### src/rtl/cpu_pkg.sv
// cpu_pkg: shared core constants for the register file and its scoreboard.
package cpu_pkg;
   localparam int XLEN     = 32;
   localparam int AW       = 5;
   localparam int NREG     = 1 << AW;
   localparam int PORT_W   = 16;
   localparam int ZERO     = 0;
   localparam int PORT_REG = 31;
endpackage

### src/rtl/reg_file_sb_if.sv
// reg_file_sb_if: decode/writeback bus of the register file; master is the pipeline.
interface reg_file_sb_if #(
   parameter int XLEN   = cpu_pkg::XLEN,
   parameter int AW     = cpu_pkg::AW,
   parameter int NREG   = cpu_pkg::NREG,
   parameter int PORT_W = cpu_pkg::PORT_W
);
   logic [AW-1:0]   rs1In, rs2In, rdIn, issueRdIn;
   logic            useRs1In, useRs2In, WriteIn, issueIn;
   logic [XLEN-1:0] DataIn, Data1Out, Data2Out;
   logic            stallOut;
   logic [NREG-1:0] busyOut;
   logic [PORT_W-1:0] portOut;
   modport master(
      output rs1In, rs2In, useRs1In, useRs2In, rdIn, DataIn, WriteIn, issueIn, issueRdIn,
      input  Data1Out, Data2Out, stallOut, busyOut, portOut
   );
   modport slave(
      input  rs1In, rs2In, useRs1In, useRs2In, rdIn, DataIn, WriteIn, issueIn, issueRdIn,
      output Data1Out, Data2Out, stallOut, busyOut, portOut
   );
endinterface

### src/rtl/reg_scoreboard.sv
// reg_scoreboard: per-register pending bits set at issue, cleared at writeback,
// and the stall raised while a used source is still pending.
module reg_scoreboard #(
   parameter int NREG   = cpu_pkg::NREG,
   parameter int AW     = cpu_pkg::AW,
   parameter bit BYPASS = 1'b1
) (
   input  logic            clkIn,
   input  logic            resetIn,
   input  logic [AW-1:0]   rs1In,
   input  logic [AW-1:0]   rs2In,
   input  logic            useRs1In,
   input  logic            useRs2In,
   input  logic [AW-1:0]   rdIn,
   input  logic            WriteIn,
   input  logic            issueIn,
   input  logic [AW-1:0]   issueRdIn,
   output logic            stallOut,
   output logic [NREG-1:0] busyOut
);
   import cpu_pkg::*;
   logic [NREG-1:0] busy, busyNext;
   logic wrEn, pend1, pend2;
   assign wrEn = WriteIn && rdIn != AW'(ZERO);
   // set is applied last so a fresh issue supersedes a completing writeback
   always_comb begin
      busyNext = busy;
      if (wrEn) busyNext[rdIn] = 1'b0;
      if (issueIn && issueRdIn != AW'(ZERO)) busyNext[issueRdIn] = 1'b1;
   end
   always_ff @(posedge clkIn or negedge resetIn)
      if (!resetIn) busy <= '0;
      else busy <= busyNext;
   assign pend1 = useRs1In && rs1In != AW'(ZERO) && busy[rs1In] && !(BYPASS && wrEn && rdIn == rs1In);
   assign pend2 = useRs2In && rs2In != AW'(ZERO) && busy[rs2In] && !(BYPASS && wrEn && rdIn == rs2In);
   assign stallOut = pend1 || pend2;
   assign busyOut = busy;
endmodule

### src/rtl/reg_file_sb.sv
// reg_file_sb: 2-read/1-write register file with x0 hardwired to zero, optional
// write-to-read bypass, registered display port and a busy scoreboard.
module reg_file_sb #(
   parameter int XLEN     = cpu_pkg::XLEN,
   parameter int NREG     = cpu_pkg::NREG,
   parameter int AW       = cpu_pkg::AW,
   parameter int PORT_W   = cpu_pkg::PORT_W,
   parameter int PORT_REG = cpu_pkg::PORT_REG,
   parameter bit BYPASS   = 1'b1
) (
   input logic clkIn,
   input logic resetIn,
   reg_file_sb_if.slave bus
);
   import cpu_pkg::*;
   logic [XLEN-1:0] regs [NREG];
   logic wrEn;
   assign wrEn = bus.WriteIn && bus.rdIn != AW'(ZERO);
   assign bus.Data1Out = bus.rs1In == AW'(ZERO) ? '0 :
                         (BYPASS && wrEn && bus.rdIn == bus.rs1In) ? bus.DataIn : regs[bus.rs1In];
   assign bus.Data2Out = bus.rs2In == AW'(ZERO) ? '0 :
                         (BYPASS && wrEn && bus.rdIn == bus.rs2In) ? bus.DataIn : regs[bus.rs2In];
   // wrEn already excludes x0, so a PORT_REG of 0 never updates the display
   always_ff @(posedge clkIn or negedge resetIn)
      if (!resetIn) begin
         for (int i = 0; i < NREG; i++) regs[i] <= '0;
         bus.portOut <= '0;
      end else begin
         if (wrEn) regs[bus.rdIn] <= bus.DataIn;
         if (wrEn && bus.rdIn == AW'(PORT_REG)) bus.portOut <= bus.DataIn[PORT_W-1:0];
      end
   reg_scoreboard #(.NREG(NREG), .AW(AW), .BYPASS(BYPASS)) scoreboard (
      .clkIn(clkIn),
      .resetIn(resetIn),
      .rs1In(bus.rs1In),
      .rs2In(bus.rs2In),
      .useRs1In(bus.useRs1In),
      .useRs2In(bus.useRs2In),
      .rdIn(bus.rdIn),
      .WriteIn(bus.WriteIn),
      .issueIn(bus.issueIn),
      .issueRdIn(bus.issueRdIn),
      .stallOut(bus.stallOut),
      .busyOut(bus.busyOut)
   );
endmodule

### src/flat_wrapper.sv
// flat-port wrapper written by rule: the top's interface ports become plain ports
module reg_file_sb_flat import cpu_pkg::*;
#(
   parameter int XLEN     = cpu_pkg::XLEN,
   parameter int NREG     = cpu_pkg::NREG,
   parameter int AW       = cpu_pkg::AW,
   parameter int PORT_W   = cpu_pkg::PORT_W,
   parameter int PORT_REG = cpu_pkg::PORT_REG,
   parameter bit BYPASS   = 1'b1
)
  (clkIn, resetIn, bus_rs1In, bus_rs2In, bus_useRs1In, bus_useRs2In, bus_rdIn, bus_DataIn, bus_WriteIn, bus_issueIn, bus_issueRdIn, bus_Data1Out, bus_Data2Out, bus_stallOut, bus_busyOut, bus_portOut);
  reg_file_sb_if #(.XLEN(XLEN), .AW(AW), .NREG(NREG), .PORT_W(PORT_W)) bus_i ();
  input logic clkIn;
  input logic resetIn;
  input wire logic [$bits(bus_i.rs1In)-1:0] bus_rs1In;
  input wire logic [$bits(bus_i.rs2In)-1:0] bus_rs2In;
  input wire logic [$bits(bus_i.useRs1In)-1:0] bus_useRs1In;
  input wire logic [$bits(bus_i.useRs2In)-1:0] bus_useRs2In;
  input wire logic [$bits(bus_i.rdIn)-1:0] bus_rdIn;
  input wire logic [$bits(bus_i.DataIn)-1:0] bus_DataIn;
  input wire logic [$bits(bus_i.WriteIn)-1:0] bus_WriteIn;
  input wire logic [$bits(bus_i.issueIn)-1:0] bus_issueIn;
  input wire logic [$bits(bus_i.issueRdIn)-1:0] bus_issueRdIn;
  output wire logic [$bits(bus_i.Data1Out)-1:0] bus_Data1Out;
  output wire logic [$bits(bus_i.Data2Out)-1:0] bus_Data2Out;
  output wire logic [$bits(bus_i.stallOut)-1:0] bus_stallOut;
  output wire logic [$bits(bus_i.busyOut)-1:0] bus_busyOut;
  output wire logic [$bits(bus_i.portOut)-1:0] bus_portOut;
  assign bus_i.rs1In = bus_rs1In;
  assign bus_i.rs2In = bus_rs2In;
  assign bus_i.useRs1In = bus_useRs1In;
  assign bus_i.useRs2In = bus_useRs2In;
  assign bus_i.rdIn = bus_rdIn;
  assign bus_i.DataIn = bus_DataIn;
  assign bus_i.WriteIn = bus_WriteIn;
  assign bus_i.issueIn = bus_issueIn;
  assign bus_i.issueRdIn = bus_issueRdIn;
  assign bus_Data1Out = bus_i.Data1Out;
  assign bus_Data2Out = bus_i.Data2Out;
  assign bus_stallOut = bus_i.stallOut;
  assign bus_busyOut = bus_i.busyOut;
  assign bus_portOut = bus_i.portOut;
  reg_file_sb #(.XLEN(XLEN), .NREG(NREG), .AW(AW), .PORT_W(PORT_W), .PORT_REG(PORT_REG), .BYPASS(BYPASS)) u_core (.clkIn(clkIn), .resetIn(resetIn), .bus(bus_i));
endmodule
### config.mk
export PLATFORM = sky130hd
export DESIGN_NAME = reg_file_sb_flat
export DESIGN_NICKNAME = d
export VERILOG_FILES = /design/src/rtl/cpu_pkg.sv /design/src/rtl/reg_file_sb_if.sv /design/src/rtl/reg_scoreboard.sv /design/src/rtl/reg_file_sb.sv /design/src/flat_wrapper.sv
export SDC_FILE = /design/constraint.sdc
export NUM_CORES = 2
export LEC_CHECK = 0
export CAP_MARGIN = 10
export CORE_MARGIN = 3
export CORE_UTILIZATION = 40
export CTS_BUF_LIST = sky130_fd_sc_hd__clkbuf_8
export DETAILED_ROUTE_END_ITERATION = 12
export GPL_ROUTABILITY_DRIVEN = 1
export GPL_TIMING_DRIVEN = 0
export SYNTH_ARGS = -nofsm -noshare
export SYNTH_HDL_FRONTEND = slang
export SYNTH_SLANG_ARGS = --single-unit
### constraint.sdc
create_clock -name clkIn -period 5.7 [get_ports clkIn]
set_input_delay 1.14 -clock clkIn [delete_from_list [all_inputs] [get_ports clkIn]]
set_output_delay 1.14 -clock clkIn [all_outputs]
set_load 0.005 [all_outputs]
# Yosys cells after proc, flatten, opt, wreduce, memory -nomap -nowiden
# Cells that the tools add are included.
[totals] output_inout_bits=113 mem_count=0 ram_bits=0 latch_bits=0 reg_bits=1072 word_cells=99 romBits=0
[classes] n_shift=0 mul=0 n_bitwise=6 n_eq_ne=3 reduce_logical=23 n_addsub=0 n_div=0 magnitude_cmp=10 n_mux=23
[ops] op="bitwise mux 1024 bit" n=1
[ops] op="2-to-1 mux 32 bit" n=11
[ops] op="binary-select mux 32 bit (select 5 bit)" n=2
[ops] op="demux 32 bit (select 5 bit)" n=1
[ops] op="AND 32 bit" n=1
[ops] op="inverter 32 bit" n=1
[ops] op="OR 32 bit" n=1
[ops] op="less-than comparator 5 x 6 -> 1 bit, second input constant" n=4
[ops] op="nonzero test 5 bit" n=4
[ops] op=">= comparator 6 bit, second input constant" n=3
[ops] op="inverter 5 -> 6 bit" n=3
[ops] op="logical AND 1 bit" n=14
[ops] op="binary-select mux 1 bit (select 5 bit)" n=2
[ops] op="demux 1 bit (select 5 bit)" n=2
[ops] op="equality test 5 bit" n=2
[ops] op=">= comparator 5 x 1 -> 1 bit, second input constant" n=2
[ops] op="logical NOT 5 bit" n=2
[ops] op="less-than comparator 6 x 1 -> 1 bit, second input constant" n=1
[ops] op="equality test 5 bit, second input constant" n=1
[ops] op="2-to-1 mux 1 bit" n=4
[ops] op="logical NOT 1 bit" n=2
[ops] op="logical OR 1 bit" n=1

# Depth between registers and ports, before layout
[depth] word_depth=9 mapped_depth=10 ltp_nobuf=5

# Hierarchy
# Synthesis repeated with hierarchy kept, for this count alone.
[hier_totals] hier_cells=4294 area_unflattened_um2=58378.5
[by_module_without_submodules] module="reg_file_sb" n_inst=1 area_per_inst_um2=56324.0 cells_per_inst=4099
[by_module_without_submodules] module="reg_scoreboard" n_inst=1 area_per_inst_um2=2054.5 cells_per_inst=195

# Worst setup path before layout
# No wires, ideal clock.
[synth_timing] path_kind="in2out" from="input port bus_rs2In[0]" to="output port bus_Data2Out[9]" path_buffers=3 t_arrival_ps=2766 path_slack_ps=1794 t_required_ps=4560 path_stages=7 cell_sequence="buf_2 -> buf_2 -> buf_2 -> mux4_2 -> a22oi_1 -> nand4_1 -> a22o_1"
[synth_between] elab_chain_cells=6
[synth_rtl] element="start: declaration" line="flat_wrapper.sv:16" rtl="input wire logic [$bits(bus_i.rs2In)-1:0] bus_rs2In;"
[synth_rtl] element="inverter 5 -> 6 bit (implied by the code)" line="reg_file_sb.sv:22" rtl="(BYPASS && wrEn && bus.rdIn == bus.rs2In) ? bus.DataIn : regs[bus.rs2In];"
[synth_rtl] element="binary-select mux 32 bit (select 5 bit)" line="reg_file_sb.sv:22"
[synth_rtl] element="2-to-1 mux 32 bit (implied by the code) (2 in series)" line="reg_file_sb.sv:22"
[synth_rtl] element="2-to-1 mux 32 bit" line="reg_file_sb.sv:22"
[synth_rtl] element="2-to-1 mux 32 bit (*)" line="reg_file_sb.sv:21" rtl="assign bus.Data2Out = bus.rs2In == AW'(ZERO) ? '0 :"
[synth_rtl] element="end: declaration" line="flat_wrapper.sv:25" rtl="output wire logic [$bits(bus_i.Data2Out)-1:0] bus_Data2Out;"
# Mark *: on every way between the ends. The rest lies on a longest branch, timed or not. The select of a mux whose other input is x is not followed.

# Worst setup path after layout
[layout_timing] from="input port bus_rs1In[4]" to="output port bus_Data1Out[15]"
[layout_between] elab_chain_cells=6
[layout_rtl] element="start: declaration" line="flat_wrapper.sv:15" rtl="input wire logic [$bits(bus_i.rs1In)-1:0] bus_rs1In;"
[layout_rtl] element="inverter 5 -> 6 bit (implied by the code)" line="reg_file_sb.sv:20" rtl="(BYPASS && wrEn && bus.rdIn == bus.rs1In) ? bus.DataIn : regs[bus.rs1In];"
[layout_rtl] element="binary-select mux 32 bit (select 5 bit)" line="reg_file_sb.sv:20"
[layout_rtl] element="2-to-1 mux 32 bit (implied by the code) (2 in series)" line="reg_file_sb.sv:20"
[layout_rtl] element="2-to-1 mux 32 bit" line="reg_file_sb.sv:20"
[layout_rtl] element="2-to-1 mux 32 bit (*)" line="reg_file_sb.sv:19" rtl="assign bus.Data1Out = bus.rs1In == AW'(ZERO) ? '0 :"
[layout_rtl] element="end: declaration" line="flat_wrapper.sv:24" rtl="output wire logic [$bits(bus_i.Data1Out)-1:0] bus_Data1Out;"
# Marks and branches as above.

==> flow_metrics.tcl <==
set metrics [dict create \
    initial_core_util_pct 40.5 \
    dr.pass1.iters 7 \
    crit_path_end_kind "primary output" \
    layout_common_cells "dfrtp_1, mux2_2, mux4_2" \
    min_path_type "in -> async" \
    syn_area_mm2 0.0567 \
    dp_hpwl_mm 184 \
    maxClockFrequency_mhz 169 \
    ys_types 61 \
    io_buffer_count 163 \
    critPathMaxFanout 10 \
    post_drt_wl_per_cell_um 41.7 \
    routed_wirelength_mm 263 \
    synth-edff-count 0 \
    period_share_pct 104 \
    antenna_found_initial 16 \
    finalNetCount 4331 \
    worst_slew_pin_slew_ps 1490 \
    cts_max_level 4 \
    core_area_mm2 0.140 \
    r2r_setup_slack_ps 4830 \
    drt_iter0_markers 6351 \
    start_kind "input port" \
    slew_viol_final 0 \
    timing.rr.end "u_core.regs[269]" \
    synth_seq_cells 1072 \
    grt_pass1_wl_mm 354 \
    crit_type "in -> out" \
    root_buffer "clkbuf_8" \
    synthFlopType "dfrtp_1" \
    die_x_um 383 \
    cts_buffers 184 \
    grt_pass1_vias 42210 \
    ir_worst_vdd_mv 0.252 \
    required_ps 4560 \
    clock_path_buffers 3 \
    place_congestion 1.06 \
    finalHoldViolations 0 \
    rsz0062_at_grt "true" \
    utilization_pct 46.7 \
    grt_max_degree 165 \
    syn_inst 3903 \
    io_pins 171 \
    syn-num-nets 3961 \
    track_usage_pct 35.4 \
    r2r-start "u_core.regs[269]" \
    dieArea_mm2 0.146 \
    outcome "finished with violations" \
    tritoncts "built" \
    ys_warn_count 0 \
    fin_ws_ps -205 \
    drc 0 \
    clk_latency_ps 930 \
    multi_input_area_mm2 0.0283 \
    detail-route-antenna-nets 0 \
    layout.area.seq_mm2 0.0268 \
    synthArstFlopShare_pct 100 \
    setup_violations 38 \
    die_y_um 383 \
    slew_headroom_pct 0.320 \
    final_common_cell "dfrtp_1" \
    skew_ps 0 \
    avgSynthCellArea_um2 14.5 \
    n_fill_cell 12691 \
    p_total_mw 22.8 \
    row_count 137 \
    reg2reg_depth 1 \
    violations "max-capacitance violations, negative setup slack" \
    cts.clk_slew.worst_paths_ps 70 \
    area_growth_pct 15.5 \
    cp.arrival_ps 4770 \
    layout_min_cycle_time_ps 5910 \
    drive_gt1_share_pct 48.3 \
    clock-sinks 1072 \
    p_leak_nw 28.2 \
    via_per_inst 6.89 \
    gr-total-overflow 0 \
    cap_violations 2 \
    p_per_area_mw_per_mm2 348 \
    synth_seq_area_share_pct 47.3 \
    vias 43438 \
]
## synth_stat cells, types with 5 or more instances
cell type / instances / area (um2)
clkbuf_1: 236 / 886
nand2_1: 213 / 800
a21oi_1: 12 / 60.1
mux2i_1: 32 / 320
o221ai_1: 11 / 96.3
or2_2: 5 / 31.3
o211ai_1: 7 / 52.6
o21ai_0: 52 / 260
nand4_1: 29 / 181
nor2_1: 78 / 293
nand4b_1: 5 / 43.8
buf_4: 12 / 90.1
nor3_1: 46 / 230
mux2_2: 989 / 11100
mux2_1: 15 / 169
nor3_2: 6 / 60.1
dfrtp_1: 1072 / 26800
buf_1: 15 / 56.3
o22ai_1: 67 / 419
nor2b_1: 10 / 62.6
a22oi_1: 155 / 1160
buf_6: 6 / 67.6
a221o_1: 8 / 80.1
nand2b_1: 17 / 106
xnor2_1: 9 / 78.8
mux4_2: 505 / 11400
a22o_1: 35 / 307
nand3_1: 14 / 70.1
inv_1: 8 / 30.0
a2111oi_0: 8 / 70.1
buf_2: 171 / 856
## per-layer routing
layer	part of all wire, %	track usage [%]	routed length, um	vias up
met5	0.060	0.529	158	-
met4	9.0	25.8	23700	6
met3	14	14.9	35500	1017
met2	41	49.0	108000	3603
met1	36	44.2	95600	23003
li1	-	-	-	15809
## registers in the layout, indices dropped and copies added (netlist names)
name	count
u_core.regs	1024
u_core.scoreboard.busyOut	32
u_core.bus.portOut	16
## cell type report
cell class / instances / share of cell area [%]
multi-input combinational: 2382 / 43.1
sequential: 1072 / 40.9
clock buffer: 230 / 4.83
tap: 1876 / 3.58
buffer: 432 / 3.42
timing repair buffer: 192 / 3.32
clock inverter: 93 / 0.657
antenna: 16 / 0.0611
inverter: 9 / 0.0535
## worst max-delay path by stage
stage	startpoint	endpoint	slack, ps	cells past startpoint
after floorplan	bus_rs2In[0]	bus_Data2Out[9]	1790	7
after global placement	resetIn	u_core.regs[549]	-46790	1
after detailed placement	bus_rs2In[2]	bus_Data2Out[19]	-1800	8
after CTS	bus_rs1In[4]	bus_Data1Out[7]	-40	9
after global routing	bus_rs2In[2]	bus_Data2Out[0]	-40	9
final	bus_rs1In[4]	bus_Data1Out[15]	-210	9
## critical path: stages
cell             delay (ps)
clkdlybuf4s50_1         830
nor2b_1                 190
clkdlybuf4s18_2         590
clkbuf_2                480
a22oi_1                 130
nand2_1                 180
nor3_1                   80
nor3_2                  500
clkdlybuf4s50_1         610
## cell families after synthesis
logic type	Yosys count	share of synthesized area (%)
buffers and inverters	449	3.51
XOR/XNOR	10	0.154
AO/OA/AOI/OAI	379	4.79
AND/OR/NAND/NOR	452	3.71
multiplexers	1541	40.5
flip-flops	1072	47.3
## power by group
part | internal, mW | switching (mW) | total [mW]
registers | 9.07 | 1.14 | 10.2
logic | 2.95 | 2.53 | 5.47
clock network | 3.65 | 3.44 | 7.09
total | 15.7 | 7.11 | 22.8
## stage by stage
stage / cells / setup slack, ps / hold WS (ps) / instance area [um2] / setup TNS [ps]
2_1_floorplan: 3903 / 1790 / 441 / 56700 / 0
3_3_place_gp: 5942 / -46790 / 452 / 60700 / -
3_5_place_dp: 5968 / -1800 / 463 / 61200 / -68780
4_1_cts: 6286 / -40.2 / 87.3 / 65300 / -45.1
5_1_grt: 6287 / -39.6 / 135 / 65500 / -53.9
6_report: 6302 / -205 / 120 / 65500 / -2890
## repair_timing
item                       in CTS  in global routing
gates resized for setup       175                 50
setup endpoints to repair      65                 47
hold buffers                    0                  0
pin swaps                       4                  8
buffers inserted                1                  2
Note: power is estimated with default switching activity, not from simulation.
